===== config.mk =====
export PLATFORM = sky130hd
export DESIGN_NAME = bp_cfg_responder
export DESIGN_NICKNAME = d
export VERILOG_FILES = /design/src/rtl/bp_cfg_responder.sv
export SDC_FILE = /design/constraint.sdc
export NUM_CORES = 1
export LEC_CHECK = 0
export BUFFER_PORTS_ARGS = -buffer_cell sky130_fd_sc_hd__buf_4
export CAP_MARGIN = 15
export CORE_ASPECT_RATIO = 1.4
export CORE_MARGIN = 4
export CORE_UTILIZATION = 56
export DETAILED_ROUTE_END_ITERATION = 8
export PLACE_DENSITY = 0.85
export SYNTH_ARGS = -nofsm -noshare
export SYNTH_HDL_FRONTEND = slang
export SYNTH_SLANG_ARGS = --single-unit

===== constraint.sdc =====
create_clock -name clk_i -period 5.62 [get_ports clk_i]
set_input_delay 1.686 -clock clk_i [delete_from_list [all_inputs] [get_ports clk_i]]
set_output_delay 1.686 -clock clk_i [all_outputs]
set_load 0.01 [all_outputs]

===== src/rtl/bp_cfg_responder.sv =====
// Responder side of the per-tile configuration link: one request in flight, one response per request.
// Holds the tile's runtime configuration registers and drives them straight out to the core, LCE and CCE.
module bp_cfg_responder #(
  parameter int          cfg_addr_width_p = 16,
  parameter int          cfg_data_width_p = 32,
  parameter int          core_id_width_p  = 4,
  parameter logic        default_freeze_p = 1'b1,
  parameter logic [31:0] hw_id_p          = 32'hB9A0_0001
) (
  input  logic                        clk_i,
  input  logic                        reset_i,
  input  logic                        cfg_v_i,
  input  logic                        cfg_w_i,
  input  logic [cfg_addr_width_p-1:0] cfg_addr_i,
  input  logic [cfg_data_width_p-1:0] cfg_data_i,
  output logic                        cfg_ready_o,
  output logic                        resp_v_o,
  output logic [cfg_data_width_p-1:0] resp_data_o,
  output logic                        resp_err_o,
  input  logic                        resp_ready_i,
  output logic                        freeze_o,
  output logic [core_id_width_p-1:0]  core_id_o,
  output logic [1:0]                  icache_mode_o,
  output logic [1:0]                  dcache_mode_o,
  output logic                        cce_mode_o,
  output logic [7:0]                  domain_mask_o
);

  localparam logic [0:0] IDLE = 1'b0;
  localparam logic [0:0] RESP = 1'b1;

  localparam logic [cfg_data_width_p-1:0] hw_id_lp = cfg_data_width_p'(hw_id_p);

  logic [0:0]                  state;
  logic [cfg_data_width_p-1:0] scratch;

  logic [cfg_data_width_p-1:0] rd_data;
  logic                        req_err;
  logic                        mapped;
  logic [2:0]                  sel;
  logic                        wr_freeze, wr_core_id, wr_icache, wr_dcache, wr_cce, wr_domain, wr_scratch;

  assign cfg_ready_o = (state == IDLE) && !reset_i;
  assign resp_v_o    = (state == RESP);

  assign mapped = (cfg_addr_i < cfg_addr_width_p'(8));
  assign sel    = cfg_addr_i[2:0];

  // Decode of the request as presented; only consumed on the accept edge.
  always_comb begin
    rd_data    = '0;
    req_err    = 1'b0;
    wr_freeze  = 1'b0;
    wr_core_id = 1'b0;
    wr_icache  = 1'b0;
    wr_dcache  = 1'b0;
    wr_cce     = 1'b0;
    wr_domain  = 1'b0;
    wr_scratch = 1'b0;
    if (!mapped) begin
      req_err = 1'b1;
    end else begin
      case (sel)
        3'd0: begin
          rd_data   = cfg_data_width_p'(freeze_o);
          wr_freeze = cfg_w_i;
        end
        3'd1: begin
          rd_data    = cfg_data_width_p'(core_id_o);
          req_err    = cfg_w_i && !freeze_o;
          wr_core_id = cfg_w_i && freeze_o;
        end
        3'd2: begin
          rd_data   = cfg_data_width_p'(icache_mode_o);
          req_err   = cfg_w_i && (!freeze_o || (cfg_data_i[1:0] == 2'd3));
          wr_icache = cfg_w_i && !req_err;
        end
        3'd3: begin
          rd_data   = cfg_data_width_p'(dcache_mode_o);
          req_err   = cfg_w_i && (!freeze_o || (cfg_data_i[1:0] == 2'd3));
          wr_dcache = cfg_w_i && !req_err;
        end
        3'd4: begin
          rd_data = cfg_data_width_p'(cce_mode_o);
          req_err = cfg_w_i && !freeze_o;
          wr_cce  = cfg_w_i && freeze_o;
        end
        3'd5: begin
          rd_data   = cfg_data_width_p'(domain_mask_o);
          wr_domain = cfg_w_i;
        end
        3'd6: begin
          rd_data    = scratch;
          wr_scratch = cfg_w_i;
        end
        default: begin
          rd_data = hw_id_lp;
          req_err = cfg_w_i;
        end
      endcase
    end
  end

  always_ff @(posedge clk_i or posedge reset_i) begin
    if (reset_i) begin
      state         <= IDLE;
      freeze_o      <= default_freeze_p;
      core_id_o     <= '0;
      icache_mode_o <= 2'd0;
      dcache_mode_o <= 2'd0;
      cce_mode_o    <= 1'b0;
      domain_mask_o <= 8'h01;
      scratch       <= '0;
      resp_data_o   <= '0;
      resp_err_o    <= 1'b0;
    end else begin
      case (state)
        IDLE: begin
          if (cfg_v_i) begin
            state       <= RESP;
            resp_err_o  <= req_err;
            resp_data_o <= (req_err || cfg_w_i) ? '0 : rd_data;
            if (wr_freeze)  freeze_o      <= cfg_data_i[0];
            if (wr_core_id) core_id_o     <= cfg_data_i[core_id_width_p-1:0];
            if (wr_icache)  icache_mode_o <= cfg_data_i[1:0];
            if (wr_dcache)  dcache_mode_o <= cfg_data_i[1:0];
            if (wr_cce)     cce_mode_o    <= cfg_data_i[0];
            if (wr_domain)  domain_mask_o <= cfg_data_i[7:0];
            if (wr_scratch) scratch       <= cfg_data_i;
          end
        end
        default: begin
          if (resp_ready_i) state <= IDLE;
        end
      endcase
    end
  end

endmodule


# == Yosys cells after proc, flatten, opt, wreduce, memory -nomap -nowiden ==
# Cells that the tools add are included.
# word_totals
register_bits,84
input_bits,53
output_inout_bits,53
wordCells,63
# classes
magnitude_cmp,1
n_eq_ne,7
muxes,22
bitwise,1
n_reduce_logical,22
# op_table
op,n
32-bit one-hot mux with 7 select lines,1
32-bit 2-to-1 mux,2
3-bit AND reduction,7
1-bit 2-to-1 mux,18
"16-bit by 4-bit less-than comparator with 1-bit output, second input constant",1
"3-bit equality test, second input constant",3
"3-bit by 2-bit equality test with 1-bit output, second input constant",2
1-bit logical AND,5
2-bit OR reduction,2
"3-bit by 1-bit equality test with 1-bit output, second input constant",1
1-bit zero test,3
3-bit zero test,1
1-bit one-hot mux with 3 select lines,1
3-bit OR reduction,1
"2-bit equality test, second input constant",1
1-bit logical OR,2
2-bit AND reduction,1
1-bit NOT,1

# == Depth between registers and ports, before layout ==
# depth
ltp_word,8
ltp_mapped,7
depth_no_buf,4

# == Worst setup path before layout ==
# OpenSTA, ideal clock, no wires.
# synth_timing
kind,input port to output port
from,input port reset_i
to,output port cfg_ready_o
arrival_ns,1.855
required_time_ns,3.934
slack_ns,2.079
cell_stages,1
path_buffers,0
cell_sequence,nor2_1
# synth_via
elab_chain_len,2
# synth_rtl
element,line_no,rtl
from (decl),11,"input logic reset_i,"
1-bit zero test (no line),-,
1-bit logical AND,43,assign cfg_ready_o = (state == IDLE) && !reset_i;
to (decl),16,"output logic cfg_ready_o,"
# Every way passes these cells.

# == Final worst setup path ==
# Ends and elaborated chain as after synthesis.

==> flow_metrics.tcl <==
set metrics [dict create \
    path_delay_family "buffers and inverters" \
    avgSynthCellArea_um2 13.5 \
    final_net_count 434 \
    ctsHoldBuffers 0 \
    remaining_drc_errors 0 \
    io_pins 106 \
    largest_net_degree_at_the_start_of_global_routing 48 \
    synth.lib_cells_used.distinct 46 \
    cts_setup_buffers 0 \
    core-area_um2 6530 \
    cts-buffers-inserted 9 \
    cp-start-kind "input pin" \
    run_status "complete, no violations" \
    synth.cell_area_um2 3740 \
    synthAdderAreaFrac_pct 0 \
    syn_to_final_growth_pct 25.8 \
    worst-slew-pin-transition_ps 1100 \
    largest_family_of_logic_cells_by_synthesized_area "multiplexers" \
    slowest_stage "buf_4" \
    clkSinkCount 84 \
    crit_arrival_ps 2020 \
    syn-num-nets 330 \
    initial_antenna_violation_count 0 \
    powerDensity_nw_per_um2 232 \
    worst_r2r_startpoint "resp_v_o" \
    critical_path.max_stage_delay_ps 130 \
    share_of_post_route_cells_with_drive_strength_above_1_pct 46.9 \
    slew_headroom_pct 26.9 \
    setup_violations 0 \
    layout.cells.most_common "buf_4" \
    ys_async_sr_fraction_pct 100 \
    drtPass1Iterations 5 \
    detailroute.via_count 2684 \
    clock_latency_ps 370 \
    count_of_yosys_warnings_during_synthesis 0 \
    cpMostUsedCell "buf_4" \
    top_usage_layer "met2" \
    multiplexer_share_of_the_synthesized_area_pct 17.7 \
    filler_cell_count 449 \
    placement.io_buffers 105 \
    yosysSeqAreaShare_pct 56.2 \
    post-route-min-period_ps 3710 \
    fp-row-count 35 \
    overflow 0 \
    cp-startpoint "reset_i" \
    detailedPlacementHpwl_um 6350 \
    final_core_util_pct 72.2 \
    layout.cells.most_common_list "buf_4 (107), dfrtp_1 (82), mux2_4 (30)" \
    postSynthCellCount 277 \
    dr.first_iter.drc_count 159 \
    synth-compound-area-share_pct 11.4 \
    global_route_wire_length_before_repair_um 14100 \
    synth_enable_flop_cells 0 \
    highest_clock_frequency_the_design_can_meet_mhz 270 \
    gr-usage-all-layers_pct 22.4 \
    viasPerCell 5.83 \
    synth_top_flop_cell "dfrtp_1" \
    postPlaceCellArea_um2 4530 \
    cts_root_buffer "clkbuf_8" \
    unrepaired_setup_endpoints_after_global_routing "no" \
    wire_per_inst_um 19.1 \
    critical_path.cell_chain "buf_4, nor2_1, buf_4" \
    area_taken_by_multi_input_logic_gates_um2 1500 \
    criticalPathCategory "input pin to primary output" \
    die-width_um 77.1 \
    wl_um 8800 \
    total_negative_slack_for_setup_checks_ps 0 \
    sequential_standard_cell_area_um2 2100 \
    grt_use_met2_pct 37.2 \
    die-area_um2 8080 \
    peakVddDrop_mv 0.160 \
    critical_path_buf_inv_count 2 \
    ctsLongestPathBuffers 2 \
    worstHoldPathType "register to register" \
    h-tree-depth 3 \
    cts_tree "yes" \
    data_required_time_at_the_worst_endpoint_ps 3930 \
    cp_max_fo 2 \
    worstSetupEndpointType "primary output" \
    synth_seq_cells 84 \
    ant_diodes 0 \
    synth_xor_xnor_area_share_pct 0.234 \
    grt_pass1_vias 2808 \
    die_height_um 105 \
    final-max-slew-violation-count 0 \
    clock-skew-final_ps 13.8 \
    maxCapViolCount 0 \
    floorplan.initialDensity_pct 57.4 \
    synthSimpleGateAreaFrac_pct 10.6 \
    place_congestion 0.814 \
    report.final.hold_viol_count 0 \
    m1_gr_usage_pct 27.6 \
    fin_crit_sh_pct 66.0 \
    power.leakage_nw 2.42 \
    cts_resized 0 \
    final_area_um2 4710 \
    grt.met3_usage_pct 3.28 \
    timing.hold.worst.start "resp_data_o[21]" \
    antenna_violating_nets_post_route 0 \
    cts.reportedPaths.clkPinSlew_ps 90 \
]
[worst reg2reg max path, cell delays in order, from the launching register on]
cell,delay (ps)
dfrtp_1,460
nor4b_4,360
nand3_1,170
or2_2,720
mux2_1,480
[report_power, final]
group / switching [W] / internal (W) / leakage [nW]
clock: 0.000236 / 0.000167 / 0.0886
combinational: 0.0000473 / 0.0000349 / 1.18
sequential: 0.00000205 / 0.000605 / 1.15
[final timing paths]
path,to,slack [ps],cells after the start
max,cfg_ready_o,1910,3
min,resp_data_o[21],490,2
max reg2reg,scratch[30],3320,4
min reg2reg,resp_data_o[21],490,2
max in group asynchronous,domain_mask_o[3],3210,3
min in group asynchronous,resp_v_o,1400,2
[area by class of cell]
class	count	share of cell area [%]
inverters	8	0.664
well taps	74	1.97
flip-flops and latches	84	44.7
clock buffers	9	2.63
repair buffers	107	17.1
clock inverters	7	1.22
multi-input cells	171	31.8
[synth_stat cells, types with 3 or more instances]
| cell type | n | area share [%] |
|---|---|---|
| nand2b_1 | 4 | 0.67 |
| a22o_1 | 19 | 4.4 |
| o21ai_0 | 13 | 1.7 |
| mux2_2 | 15 | 4.5 |
| o21ai_1 | 5 | 0.67 |
| nor4_1 | 4 | 0.67 |
| a22oi_1 | 4 | 0.80 |
| buf_12 | 3 | 1.6 |
| nand2_1 | 21 | 2.1 |
| mux2_4 | 30 | 12 |
| buf_2 | 3 | 0.40 |
| a21oi_1 | 15 | 2.0 |
| inv_1 | 8 | 0.80 |
| clkbuf_1 | 5 | 0.50 |
| dfrtp_1 | 82 | 55 |
[flip-flops by register name (all words and copies together) (netlist names)]
| register | flops |
|---|---|
| resp_v_o | 1 |
| scratch | 32 |
| cce_mode_o | 1 |
| icache_mode_o | 2 |
| resp_err_o | 1 |
| dcache_mode_o | 2 |
| core_id_o | 4 |
| resp_data_o | 32 |
| domain_mask_o | 8 |
| freeze_o | 1 |
[metal layers]
metal | vias up | routed length [um]
met3 | 24 | 410
met5 | - | 0
li1 | 1222 | -
met4 | 0 | 346
met1 | 1333 | 3490
met2 | 105 | 4550
[through the flow]
step / setup slack [ps] / power (W) / hold slack (ps) / std cells
2_1_floorplan: 1770 / 0.000654 / 462 / 277
3_5_place_dp: 1890 / 0.000702 / 475 / 444
3_3_place_gp: 1910 / 0.000699 / 469 / 444
4_1_cts: 1910 / 0.00110 / 496 / 460
6_report: 1910 / 0.00109 / 490 / 460
5_1_grt: 1880 / 0.00113 / 520 / 460
[kinds of logic (layout without fill, tap and decap cells)]
logic type | count (synthesis) | count (layout)
muxes | 49 | 49
AOI/OAI and AO/OA | 64 | 64
and+or+nand+nor | 57 | 57
DFF | 84 | 84
xor gates and xnor gates | 1 | 1
buffers and inverters | 22 | 131
Note: power is estimated with default switching activity, not from simulation.
